## config.mk

```make
export PLATFORM = sky130hd
export DESIGN_NAME = fifo_serial_tx
export DESIGN_NICKNAME = d
export VERILOG_FILES = /design/src/rtl/fifo_serial_tx.sv
export SDC_FILE = /design/constraint.sdc
export NUM_CORES = 1
export LEC_CHECK = 0
export CAP_MARGIN = 25
export CELL_PAD_IN_SITES_DETAIL_PLACEMENT = 0
export CELL_PAD_IN_SITES_GLOBAL_PLACEMENT = 2
export CORE_ASPECT_RATIO = 0.5
export CORE_MARGIN = 1.5
export CORE_UTILIZATION = 30
export DETAILED_ROUTE_END_ITERATION = 8
export PLACE_DENSITY_LB_ADDON = 0.05
export RECOVER_POWER = 100
export REMOVE_ABC_BUFFERS = 1
export SLEW_MARGIN = 20
export SYNTH_ARGS = -nofsm -noshare
export SYNTH_HDL_FRONTEND = slang
export SYNTH_SLANG_ARGS = --single-unit
```

## constraint.sdc

```tcl
create_clock -name clk_r -period 4.1 [get_ports clk_r]
set_input_delay 0.615 -clock clk_r [delete_from_list [all_inputs] [get_ports clk_r]]
set_output_delay 0.615 -clock clk_r [all_outputs]
set_load 0.05 [all_outputs]
```

## src/rtl/fifo_serial_tx.sv

```systemverilog
// Drains bytes from the FIFO read port and sends them as 8N1 frames (start, 8 data LSB-first, stop).
// Define PARITY_EN to add an even-parity bit after the data, giving 11-bit frames.
module fifo_serial_tx #(
  parameter int unsigned CLKS_PER_BIT = 16
) (
  input  logic       clk_r,
  input  logic       rst_n,
  input  logic       enable,
  input  logic       empty,
  input  logic [7:0] buf_out,
  output logic       rd_en,
  output logic       tx,
  output logic       busy,
  output logic       tx_done
);

  localparam int unsigned CW = (CLKS_PER_BIT > 1) ? $clog2(CLKS_PER_BIT) : 1;
  localparam logic [CW-1:0] BAUD_LAST = CW'(CLKS_PER_BIT - 1);

  typedef enum logic [2:0] {
    S_IDLE,
    S_POP,
    S_LOAD,
    S_START,
    S_DATA,
`ifdef PARITY_EN
    S_PARITY,
`endif
    S_STOP
  } state_t;

  state_t        state_q, state_d;
  logic [CW-1:0] baud_q, baud_d;
  logic [2:0]    bit_q, bit_d;
  logic [7:0]    shift_q, shift_d;
  logic          rd_en_d, tx_d, busy_d, tx_done_d;
  logic          bit_end, start_ok;
`ifdef PARITY_EN
  logic          par_q, par_d;
`endif

  assign bit_end  = (baud_q == BAUD_LAST);
  assign start_ok = enable && !empty;

  // State register and registered outputs
  always_ff @(posedge clk_r or negedge rst_n) begin
    if (!rst_n) begin
      state_q <= S_IDLE;
      baud_q  <= '0;
      bit_q   <= '0;
      shift_q <= '0;
      rd_en   <= 1'b0;
      tx      <= 1'b1;
      busy    <= 1'b0;
      tx_done <= 1'b0;
`ifdef PARITY_EN
      par_q   <= 1'b0;
`endif
    end else begin
      state_q <= state_d;
      baud_q  <= baud_d;
      bit_q   <= bit_d;
      shift_q <= shift_d;
      rd_en   <= rd_en_d;
      tx      <= tx_d;
      busy    <= busy_d;
      tx_done <= tx_done_d;
`ifdef PARITY_EN
      par_q   <= par_d;
`endif
    end
  end

  // Next state, then outputs decoded from the next state so they register in step with it
  always_comb begin
    state_d = state_q;
    baud_d  = baud_q + CW'(1);
    bit_d   = bit_q;
    shift_d = shift_q;
`ifdef PARITY_EN
    par_d   = par_q;
`endif

    case (state_q)
      S_IDLE: begin
        baud_d = '0;
        if (start_ok) state_d = S_POP;
      end
      S_POP: begin
        baud_d  = '0;
        state_d = S_LOAD;
      end
      S_LOAD: begin
        baud_d  = '0;
        shift_d = buf_out;
`ifdef PARITY_EN
        par_d   = ^buf_out;
`endif
        state_d = S_START;
      end
      S_START: begin
        if (bit_end) begin
          baud_d  = '0;
          bit_d   = '0;
          state_d = S_DATA;
        end
      end
      S_DATA: begin
        if (bit_end) begin
          baud_d  = '0;
          shift_d = {1'b0, shift_q[7:1]};
          bit_d   = bit_q + 3'd1;
          if (bit_q == 3'd7) begin
`ifdef PARITY_EN
            state_d = S_PARITY;
`else
            state_d = S_STOP;
`endif
          end
        end
      end
`ifdef PARITY_EN
      S_PARITY: begin
        if (bit_end) begin
          baud_d  = '0;
          state_d = S_STOP;
        end
      end
`endif
      S_STOP: begin
        if (bit_end) begin
          baud_d  = '0;
          state_d = start_ok ? S_POP : S_IDLE;
        end
      end
      default: begin
        baud_d  = '0;
        state_d = S_IDLE;
      end
    endcase

    rd_en_d   = (state_d == S_POP);
    busy_d    = (state_d != S_IDLE);
    tx_done_d = (state_d == S_STOP) && (baud_d == BAUD_LAST);
    tx_d      = 1'b1;
    case (state_d)
      S_START:  tx_d = 1'b0;
      S_DATA:   tx_d = shift_d[0];
`ifdef PARITY_EN
      S_PARITY: tx_d = par_d;
`endif
      default:  tx_d = 1'b1;
    endcase
  end

endmodule

```

* After elaboration in Yosys (flattened, before gate mapping)
Cells that the tools add are included.
Storage, ports and cells: register bits after elaboration 22, input port bits 12, output and inout port bits 4
Cells by class: reduce and logical (&&, ||, !) cells 10, muxes and demuxes 15, equality and inequality tests 14, add/sub/neg operators 2
Operator list (count):
- $mux 3 | 7
- $pmux 3 s6 | 1
- $pmux 8 s2 | 1
- $eq 3x3->1 const B | 5
- $eq 3x2->1 const B | 3
- $eq 4x4->1 const B | 2
- $mux 4 | 2
- $mux 8 | 1
- $eq 3x1->1 const B | 2
- $pmux 3 s2 | 1
- $add 4x1->4 const B | 1
- $ne 2x2->1 const B | 2
- $reduce_bool 2->1 | 2
- $add 3x1->3 const B | 1
- $logic_not 3->1 | 1
- $reduce_and 3->1 | 1
- $reduce_bool 3->1 | 1
- $reduce_or 3->1 | 1
- $logic_and 1x1->1 | 2
- $pmux 1 s2 | 1
- $reduce_and 2->1 | 1
- $logic_not 1->1 | 1
- $mux 1 | 1

* Depth between registers and ports, before layout
Gate-level depths: netlist of run 1.
depth in word-level cells 7, depth in mapped cells 7, mapped depth without buffers 5

* Worst setup path after synthesis of run 1
No wires, ideal clock.
path kind register to register, start point register baud_q[0], end point register tx, setup time 90 ps, arrival time 1699 ps, cell stages (with the launch flop) 8, setup slack 2311 ps, path through dfrtp_1 -> ha_1 -> and3_1 -> buf_6 -> and3_2 -> buf_2 -> a2111oi_0 -> o21ai_0
Between the ends: word-level cells in the longest chain between the ends 5, elaborated cells on any way between the ends 10, those cells by class 3 x eq/ne; 7 x mux
RTL lines:
- from (decl) | RTL line 33 | logic [CW-1:0] baud_q, baud_d;
- from (signal assigned) | RTL line 61 | baud_q <= baud_d;
- $eq 4x4->1 (*) | RTL line 42 | assign bit_end = (baud_q == BAUD_LAST);
- $mux 3 (on tied branches) | RTL line 131, 102, 109
- $pmux 3 s6 | RTL line 84 | case (state_q)
- $eq 3x3->1 / $eq 3x2->1 (equally long branches) | RTL line 146 | case (state_d)
- $pmux 1 s2 (*) | RTL line 146
- via tx_d | RTL line 36 | logic rd_en_d, tx_d, busy_d, tx_done_d;
- to (signal assigned) | RTL line 65 | tx <= tx_d;
- to (decl) | RTL line 12 | output logic tx,
Mark *: on every way through the listed nets, which the timed path passes. The rest lies on a longest branch. The select of a mux whose other input is x is not followed. A chain may end at the register's enable or synchronous reset.

* Worst setup path in the final report of run 1
start point register tx, end point output tx
No word-level cell between the ends.

==> results of run 1 <==
worst paths after layout:
kind,from,to,cells after the start,slack (ns)
max in group asynchronous,rst_n,bit_q[2],1,2.79
min reg2reg,shift_q[3],shift_q[3],1,0.49
min,shift_q[3],shift_q[3],1,0.49
max,tx,tx,1,1.85
max reg2reg,baud_q[0],tx_done,5,2.07
min in group asynchronous,rst_n,tx_done,1,0.59
per-layer routing:
| layer | part of all wire | routed length (um) |
|---|---|---|
| met4 | 0.0036 | 8 |
| met1 | 0.49 | 1080 |
| met3 | 0.046 | 102 |
| met2 | 0.46 | 1020 |
| met5 | 0 | 0 |
through the flow:
stage	area (um^2)	hold WS [ns]	worst slack, ns	total power (W)
after floorplan	1030	0.319	2.22	0.000235
after global placement	1260	0.458	1.94	0.000251
after detailed placement	1260	0.470	1.91	0.000252
after CTS	1300	0.489	1.90	0.000391
after global routing	1290	0.513	1.81	0.000402
final	1290	0.487	1.85	0.000384
synthesized netlist by cell type, types with 3 or more instances:
library cell and n:
sky130_fd_sc_hd__a22o_1 6, sky130_fd_sc_hd__a21oi_1 7, sky130_fd_sc_hd__buf_2 3, sky130_fd_sc_hd__o21ai_0 6, sky130_fd_sc_hd__inv_1 4, sky130_fd_sc_hd__nand2_1 5, sky130_fd_sc_hd__nor2b_1 4, sky130_fd_sc_hd__a21o_1 6
sky130_fd_sc_hd__nor3_1 3, sky130_fd_sc_hd__nor2_1 8, sky130_fd_sc_hd__dfrtp_1 21, sky130_fd_sc_hd__ha_1 3
registers in the layout (all words and copies together), names as in the netlist:
signal	flops
tx_done	1
tx	1
rd_en	1
baud_q	4
shift_q	8
state_q	3
busy	1
bit_q	3
power breakdown:
group	internal (W)	total (W)	switching, W	leakage, nW
Combinational	0.0000133	0.0000229	0.00000954	0.288
Clock	0.0000692	0.000138	0.0000684	0.0228
Sequential	0.000221	0.000223	0.00000210	0.254
Total	0.000304	0.000384	0.0000800	0.565
cell type report:
type / instances / area, um^2 / share of cell area
flip-flops and latches: 22 / 552 / 0.428
multi-input cells: 71 / 463 / 0.359
repair buffers: 16 / 151 / 0.117
well taps: 51 / 63.8 / 0.0495
clock buffers: 4 / 45.0 / 0.0349
inverters: 4 / 15.0 / 0.0116
logic make-up (layout without fill, tap and decap cells):
logic type | Yosys count | after routing | synth area share
AO/OA/AOI/OAI | 34 | 34 | 0.221
AND/OR/NAND/NOR | 33 | 33 | 0.175
flip-flops | 22 | 22 | 0.518
buffers and inverters | 9 | 24 | 0.0423
adder cells (fa/ha/maj) | 3 | 3 | 0.0353
XOR/XNOR | 1 | 1 | 0.00823
==> impl_metrics.prom, run 1 <==
# TYPE chip_impl_metric gauge
chip_impl_info{name="outcome",value="finished, final reports clean"} 1
chip_impl_metric{name="fin_util",unit=""} 0.378
chip_impl_info{name="grt_setup_unrepaired",value="false"} 1
chip_impl_metric{name="finalSetupTns",unit="ns"} 0
chip_impl_metric{name="crit_arrival",unit="ns"} 1.64
chip_impl_metric{name="coreArea",unit="um^2"} 3420
chip_impl_metric{name="worst_path_largest_cell_delay",unit="ns"} 0.86
chip_impl_info{name="critical-path-slowest-cell",value="sky130_fd_sc_hd__dlygate4sd3_1"} 1
chip_impl_info{name="final_cell_mix",value="21 x sky130_fd_sc_hd__dfrtp_1, 10 x sky130_fd_sc_hd__clkdlybuf4s50_1, 8 x sky130_fd_sc_hd__nor2_1, 7 x sky130_fd_sc_hd__a21oi_1"} 1
chip_impl_metric{name="clk-insertion-delay-late",unit="ns"} 0.26
chip_impl_metric{name="detailroute.via_count",unit=""} 840
chip_impl_metric{name="dpl.hpwl",unit="um"} 1630
chip_impl_metric{name="crit_path_max_fanout",unit=""} 1
chip_impl_metric{name="slew_viol_final",unit=""} 0
chip_impl_metric{name="leakagePower",unit="nW"} 0.565
chip_impl_metric{name="postRouteWirelength",unit="um"} 2200
chip_impl_metric{name="buffering_stage_count_on_the_worst_path_with_inverters_included",unit=""} 1
chip_impl_metric{name="grt_antenna_before_repair",unit=""} 0
chip_impl_metric{name="grtUsageMet2",unit=""} 0.222
chip_impl_metric{name="finalNonFillerCells",unit=""} 168
chip_impl_metric{name="routed_via_density",unit=""} 5.00
chip_impl_info{name="synth_top_flop_cell",value="sky130_fd_sc_hd__dfrtp_1"} 1
chip_impl_metric{name="die_width",unit="um"} 87.3
chip_impl_metric{name="layout_skew",unit="ns"} 0.00399
chip_impl_info{name="critical_path.endpoint_type",value="output port"} 1
chip_impl_metric{name="die_height",unit="um"} 45.1
chip_impl_metric{name="route.detailed.wl_per_inst",unit="um"} 13.1
chip_impl_info{name="cts_tree",value="built"} 1
chip_impl_metric{name="globalRouteTotalUtil",unit=""} 0.126
chip_impl_metric{name="final_layout_size_suffix_gt1_frac",unit=""} 0.0598
chip_impl_metric{name="total_die_area",unit="um^2"} 3940
chip_impl_metric{name="gpl.final_weighted_congestion",unit=""} 0.700
chip_impl_metric{name="postCtsSetupRepairBufs",unit=""} 0
chip_impl_metric{name="drt-pass1-iter-count",unit=""} 4
chip_impl_info{name="worstSetupStartpointType",value="flop"} 1
chip_impl_metric{name="final.min_clock_period",unit="ns"} 2.25
chip_impl_metric{name="grt.met3_usage",unit=""} 0.0530
chip_impl_metric{name="ant_nets",unit=""} 0
chip_impl_metric{name="max_cap_violations",unit=""} 0
chip_impl_metric{name="synth-seq-cells",unit=""} 22
chip_impl_info{name="delay_heaviest_family_cp",value="buffers and inverters"} 1
chip_impl_metric{name="cts_buffer_count",unit=""} 3
chip_impl_metric{name="rows",unit=""} 15
chip_impl_metric{name="boundaryPins",unit=""} 16
chip_impl_metric{name="max_rail_drop_vdd",unit="uV"} 108
chip_impl_metric{name="start_util",unit=""} 0.312
chip_impl_metric{name="power_density",unit="nW/um^2"} 297
chip_impl_metric{name="slew_headroom",unit=""} 0.186
chip_impl_metric{name="finalSetupViolations",unit=""} 0
chip_impl_metric{name="hold_viol_final",unit=""} 0
chip_impl_info{name="area_leader_netlist",value="sky130_fd_sc_hd__dfrtp_1"} 1
chip_impl_metric{name="nets",unit=""} 133
chip_impl_metric{name="cts-hold-fix-buffers",unit=""} 0
chip_impl_metric{name="path_clk_slew",unit="ns"} 0.08
chip_impl_metric{name="fin_crit_sh",unit=""} 0.549
chip_impl_info{name="worst-setup-path-type",value="reg -> out"} 1
chip_impl_metric{name="max_freq",unit="MHz"} 444
chip_impl_metric{name="postSynth.asyncResetShare",unit=""} 1.00
chip_impl_info{name="worstHoldPathType",value="reg -> reg"} 1
chip_impl_metric{name="initialDrtViolationCount",unit=""} 34
chip_impl_metric{name="syn-mean-instance-area",unit="um^2"} 10.4
chip_impl_metric{name="required",unit="ns"} 3.48
chip_impl_metric{name="placement.io_buffers",unit=""} 15
chip_impl_metric{name="gate_count_of_the_mapped_netlist",unit=""} 102
chip_impl_metric{name="cts-root-to-sink-buffers",unit=""} 2
chip_impl_metric{name="ys_warn_count",unit=""} 0
chip_impl_metric{name="synth.top_cell.area_share",unit=""} 0.494
chip_impl_metric{name="synth_seq_area_share",unit=""} 0.518
chip_impl_metric{name="grt_start_max_net_pins",unit=""} 23
chip_impl_info{name="ctsRootBufferMaster",value="sky130_fd_sc_hd__clkbuf_8"} 1
chip_impl_info{name="final_common_cell",value="sky130_fd_sc_hd__dfrtp_1"} 1
chip_impl_info{name="synthTopCellsByArea",value="sky130_fd_sc_hd__dfrtp_1 49%, sky130_fd_sc_hd__a22o_1 4.9%, sky130_fd_sc_hd__a21o_1 4.2%, sky130_fd_sc_hd__ha_1 3.5%, sky130_fd_sc_hd__a21oi_1 3.3%"} 1
chip_impl_metric{name="mappedNetlistArea",unit="um^2"} 1060
chip_impl_metric{name="grt_pass1_vias",unit=""} 827
chip_impl_metric{name="layout.filler_cells",unit=""} 366
chip_impl_metric{name="grt_first_pass_wirelength",unit="um"} 3680
chip_impl_metric{name="placedCellCount",unit=""} 164
chip_impl_metric{name="postCtsResizedCells",unit=""} 0
chip_impl_metric{name="synth.lib_cells_used.distinct",unit=""} 34
chip_impl_metric{name="worstMarginPinSlew",unit="ns"} 1.22
chip_impl_info{name="critical_path.cell_chain",value="dlygate4sd3_1"} 1
chip_impl_metric{name="drc_errors",unit=""} 0
chip_impl_metric{name="n_antenna_cell",unit=""} 0
chip_impl_metric{name="global_route.usage.met1",unit=""} 0.151
chip_impl_info{name="global_route.peak_usage_layer",value="met2"} 1
chip_impl_metric{name="cts.htree.levels",unit=""} 1
chip_impl_metric{name="cts_sinks",unit=""} 22
chip_impl_metric{name="globalRoute.totalOverflow",unit=""} 0
chip_impl_metric{name="synth_enable_flop_cells",unit=""} 0
chip_impl_metric{name="area_growth_syn_to_layout",unit="%"} 21.2
Power figures use the tool's default switching activity.
==> run 2, diff against run 1 <==
==> constraint.sdc (replaced) <==
create_clock -name clk_r -period 2.3 [get_ports clk_r]
set_input_delay 0.345 -clock clk_r [delete_from_list [all_inputs] [get_ports clk_r]]
set_output_delay 0.345 -clock clk_r [all_outputs]
set_load 0.05 [all_outputs]
==> impl_metrics.prom, run 2 (synthesized netlist as in run 1, its figures left out) <==
# TYPE chip_impl_metric gauge
chip_impl_metric{name="worst_r2r_path_depth",unit=""} 5
chip_impl_info{name="r2r_start",value="baud_q[0]"} 1
chip_impl_metric{name="layout_skew",unit="ns"} 0.00160
chip_impl_metric{name="drt-pass1-iter-count",unit=""} 4
chip_impl_metric{name="cts_buffer_count",unit=""} 3
chip_impl_info{name="final_common_cell",value="sky130_fd_sc_hd__dfrtp_1"} 1
chip_impl_info{name="grt_setup_unrepaired",value="false"} 1
chip_impl_info{name="hold_start",value="shift_q[2]"} 1
chip_impl_info{name="critical_path.cell_chain",value="ha_1 -> and3_1 -> a21oi_2 -> or4_1 -> and4b_1"} 1
chip_impl_info{name="holdPathEnd",value="shift_q[2]"} 1
chip_impl_metric{name="detailroute.via_count",unit=""} 808
chip_impl_metric{name="swShare",unit=""} 0.205
chip_impl_info{name="cts_tree",value="built"} 1
chip_impl_metric{name="max_rail_drop_vdd",unit="uV"} 257
chip_impl_metric{name="clk-insertion-delay-late",unit="ns"} 0.26
chip_impl_metric{name="placedCellCount",unit=""} 166
chip_impl_metric{name="finalSetupTns",unit="ns"} 0
chip_impl_metric{name="final_worst_slack",unit="ns"} 0.248
chip_impl_metric{name="placement.io_buffers",unit=""} 15
chip_impl_metric{name="slew_viol_final",unit=""} 0
chip_impl_info{name="critical-path-slowest-cell",value="sky130_fd_sc_hd__or4_1"} 1
chip_impl_metric{name="leakagePower",unit="nW"} 0.576
chip_impl_metric{name="final_layout_size_suffix_gt1_frac",unit=""} 0.0672
chip_impl_info{name="delay_heaviest_family_cp",value="simple AND/OR/NAND/NOR gates"} 1
chip_impl_metric{name="grt_antenna_before_repair",unit=""} 0
chip_impl_metric{name="globalRoute.totalOverflow",unit=""} 0
chip_impl_metric{name="grt_first_pass_wirelength",unit="um"} 3820
chip_impl_metric{name="nets",unit=""} 135
chip_impl_metric{name="coreArea",unit="um^2"} 3420
chip_impl_metric{name="slew_headroom",unit=""} 0.197
chip_impl_metric{name="final.min_clock_period",unit="ns"} 2.05
chip_impl_metric{name="largest_register_ff_count",unit=""} 8
chip_impl_metric{name="n_antenna_cell",unit=""} 0
chip_impl_metric{name="max_freq",unit="MHz"} 487
chip_impl_info{name="ctsRootBufferMaster",value="sky130_fd_sc_hd__clkbuf_8"} 1
chip_impl_metric{name="die_width",unit="um"} 87.3
chip_impl_metric{name="dpl.hpwl",unit="um"} 1640
chip_impl_metric{name="ant_nets",unit=""} 0
chip_impl_metric{name="drc_errors",unit=""} 0
chip_impl_metric{name="routed_via_density",unit=""} 4.75
chip_impl_metric{name="finalNonFillerCells",unit=""} 170
chip_impl_metric{name="cts.htree.levels",unit=""} 1
chip_impl_metric{name="die_height",unit="um"} 45.1
chip_impl_info{name="worstSetupStartpointType",value="flop"} 1
chip_impl_info{name="worst-setup-path-type",value="reg -> reg"} 1
chip_impl_metric{name="initialDrtViolationCount",unit=""} 25
chip_impl_metric{name="worstSetupPathDepth",unit=""} 5
chip_impl_metric{name="cts-hold-fix-buffers",unit=""} 0
chip_impl_metric{name="worstMarginPinSlew",unit="ns"} 1.20
chip_impl_metric{name="worst_path_largest_cell_delay",unit="ns"} 0.60
chip_impl_metric{name="total_die_area",unit="um^2"} 3940
chip_impl_metric{name="cts-root-to-sink-buffers",unit=""} 2
chip_impl_info{name="top_register",value="shift_q"} 1
chip_impl_metric{name="gpl.final_weighted_congestion",unit=""} 0.733
chip_impl_metric{name="power.combinational.fraction",unit=""} 0.058
chip_impl_metric{name="min_path_cells",unit=""} 1
chip_impl_metric{name="net_switching",unit="W"} 0.000147
chip_impl_metric{name="globalRouteTotalUtil",unit=""} 0.132
chip_impl_info{name="rr_endpoint",value="tx_done"} 1
chip_impl_metric{name="p_int",unit="W"} 0.000572
chip_impl_metric{name="buffering_stage_count_on_the_worst_path_with_inverters_included",unit=""} 0
chip_impl_info{name="critical_path.endpoint_type",value="flop"} 1
chip_impl_metric{name="grt_pass1_vias",unit=""} 805
chip_impl_metric{name="boundaryPins",unit=""} 16
chip_impl_info{name="outcome",value="finished, final reports clean"} 1
chip_impl_metric{name="crit_arrival",unit="ns"} 2.26
chip_impl_metric{name="start_util",unit=""} 0.312
chip_impl_metric{name="route.detailed.wl_per_inst",unit="um"} 13.2
chip_impl_metric{name="cts_sinks",unit=""} 22
chip_impl_metric{name="sequentialPowerShare",unit=""} 0.553
chip_impl_metric{name="area_growth_syn_to_layout",unit="%"} 23.4
chip_impl_metric{name="postCtsResizedCells",unit=""} 0
chip_impl_metric{name="fin_crit_sh",unit=""} 0.892
chip_impl_info{name="crit_path_start",value="baud_q[0]"} 1
chip_impl_metric{name="final_design_area_no_fill",unit="um^2"} 1310
chip_impl_metric{name="crit_path_max_fanout",unit=""} 7
chip_impl_metric{name="power_density",unit="nW/um^2"} 547
chip_impl_metric{name="dpl_cell_area",unit="um^2"} 1270
chip_impl_metric{name="rows",unit=""} 15
chip_impl_metric{name="max_cap_violations",unit=""} 0
chip_impl_info{name="reg_top3",value="shift_q (8), baud_q (4)"} 1
chip_impl_info{name="worstHoldPathType",value="reg -> reg"} 1
chip_impl_metric{name="hold_viol_final",unit=""} 0
chip_impl_metric{name="grt_start_max_net_pins",unit=""} 23
chip_impl_metric{name="postCtsSetupRepairBufs",unit=""} 0
chip_impl_metric{name="required",unit="ns"} 2.51
chip_impl_metric{name="clkPwrFrac",unit=""} 0.389
chip_impl_metric{name="path_clk_slew",unit="ns"} 0.08
chip_impl_info{name="final_cell_mix",value="21 x sky130_fd_sc_hd__dfrtp_1, 10 x sky130_fd_sc_hd__clkdlybuf4s50_1, 8 x sky130_fd_sc_hd__nor2_1, 7 x sky130_fd_sc_hd__a21oi_1"} 1
chip_impl_metric{name="ff2ff_setup_slack",unit="ns"} 0.25
chip_impl_metric{name="postRouteWirelength",unit="um"} 2240
chip_impl_metric{name="finalSetupViolations",unit=""} 0
chip_impl_metric{name="pre_cts_ws",unit="ns"} 0.342
[run 2: cell types whose count changed in the layout (fill, tap and decap cells not counted), sizes merged]
cell	change
clkbuf	+1
dlygate4sd3	+1
[run 2: worst reg2reg max path, cell delays in order, from the launching register on]
cell	delay, ns
sky130_fd_sc_hd__dfrtp_1	0.42
sky130_fd_sc_hd__ha_1	0.27
sky130_fd_sc_hd__and3_1	0.34
sky130_fd_sc_hd__a21oi_2	0.09
sky130_fd_sc_hd__or4_1	0.60
sky130_fd_sc_hd__and4b_1	0.28
[run 2: metrics by stage]
step            util  total power (W)  hold WS (ns)
2_1_floorplan      -         0.000418        0.0494
3_3_place_gp   0.372         0.000448         0.460
3_5_place_dp   0.372         0.000449         0.472
4_1_cts        0.388         0.000737         0.436
5_1_grt        0.385         0.000757         0.509
6_report       0.385         0.000719         0.484
[run 2: metal layers]
| layer | GRT usage | part of all wire |
|---|---|---|
| met4 | 0.0286 | 0.011 |
| met5 | 0 | 0 |
| met3 | 0.0530 | 0.048 |
| met2 | 0.218 | 0.45 |
| met1 | 0.167 | 0.50 |
[run 2: cell type report]
| cell class | count | area (um^2) |
|---|---|---|
| multi-input combinational | 71 | 463 |
| fill | 360 | 2100 |
| clock buffer | 4 | 55.1 |
| sequential | 22 | 552 |
| tap | 51 | 63.8 |
| inverter | 4 | 15.0 |
| timing repair buffer | 18 | 165 |
[run 2: worst max path at each step]
stage / end / slack [ns]
floorplan: tx / 0.42
CTS: tx_done / 0.32
global placement: tx_done / 0.39
global route: shift_q[4] / 0.11
detailed placement: tx_done / 0.34
finish: tx_done / 0.25
[run 2: power by group through the flow]
| stage | clock, W | sequential [W] | combinational, W |
|---|---|---|---|
| after floorplan | 0 | 0.000408 | 0.0000104 |
| after global placement | 0 | 0.000405 | 0.0000435 |
| after detailed placement | 0 | 0.000405 | 0.0000441 |
| after CTS | 0.000295 | 0.000398 | 0.0000444 |
| after global routing | 0.000312 | 0.000399 | 0.0000463 |
| final | 0.000280 | 0.000398 | 0.0000418 |
==> run 3, diff against run 2 <==
--- a/config.mk
+++ b/config.mk
@@ -19,3 +19,4 @@
 export SYNTH_ARGS = -nofsm -noshare
 export SYNTH_HDL_FRONTEND = slang
 export SYNTH_SLANG_ARGS = --single-unit
+export TNS_END_PERCENT = 1
==> results of run 3 <==
Final layout, timing and power as in run 2 (identical DEF).
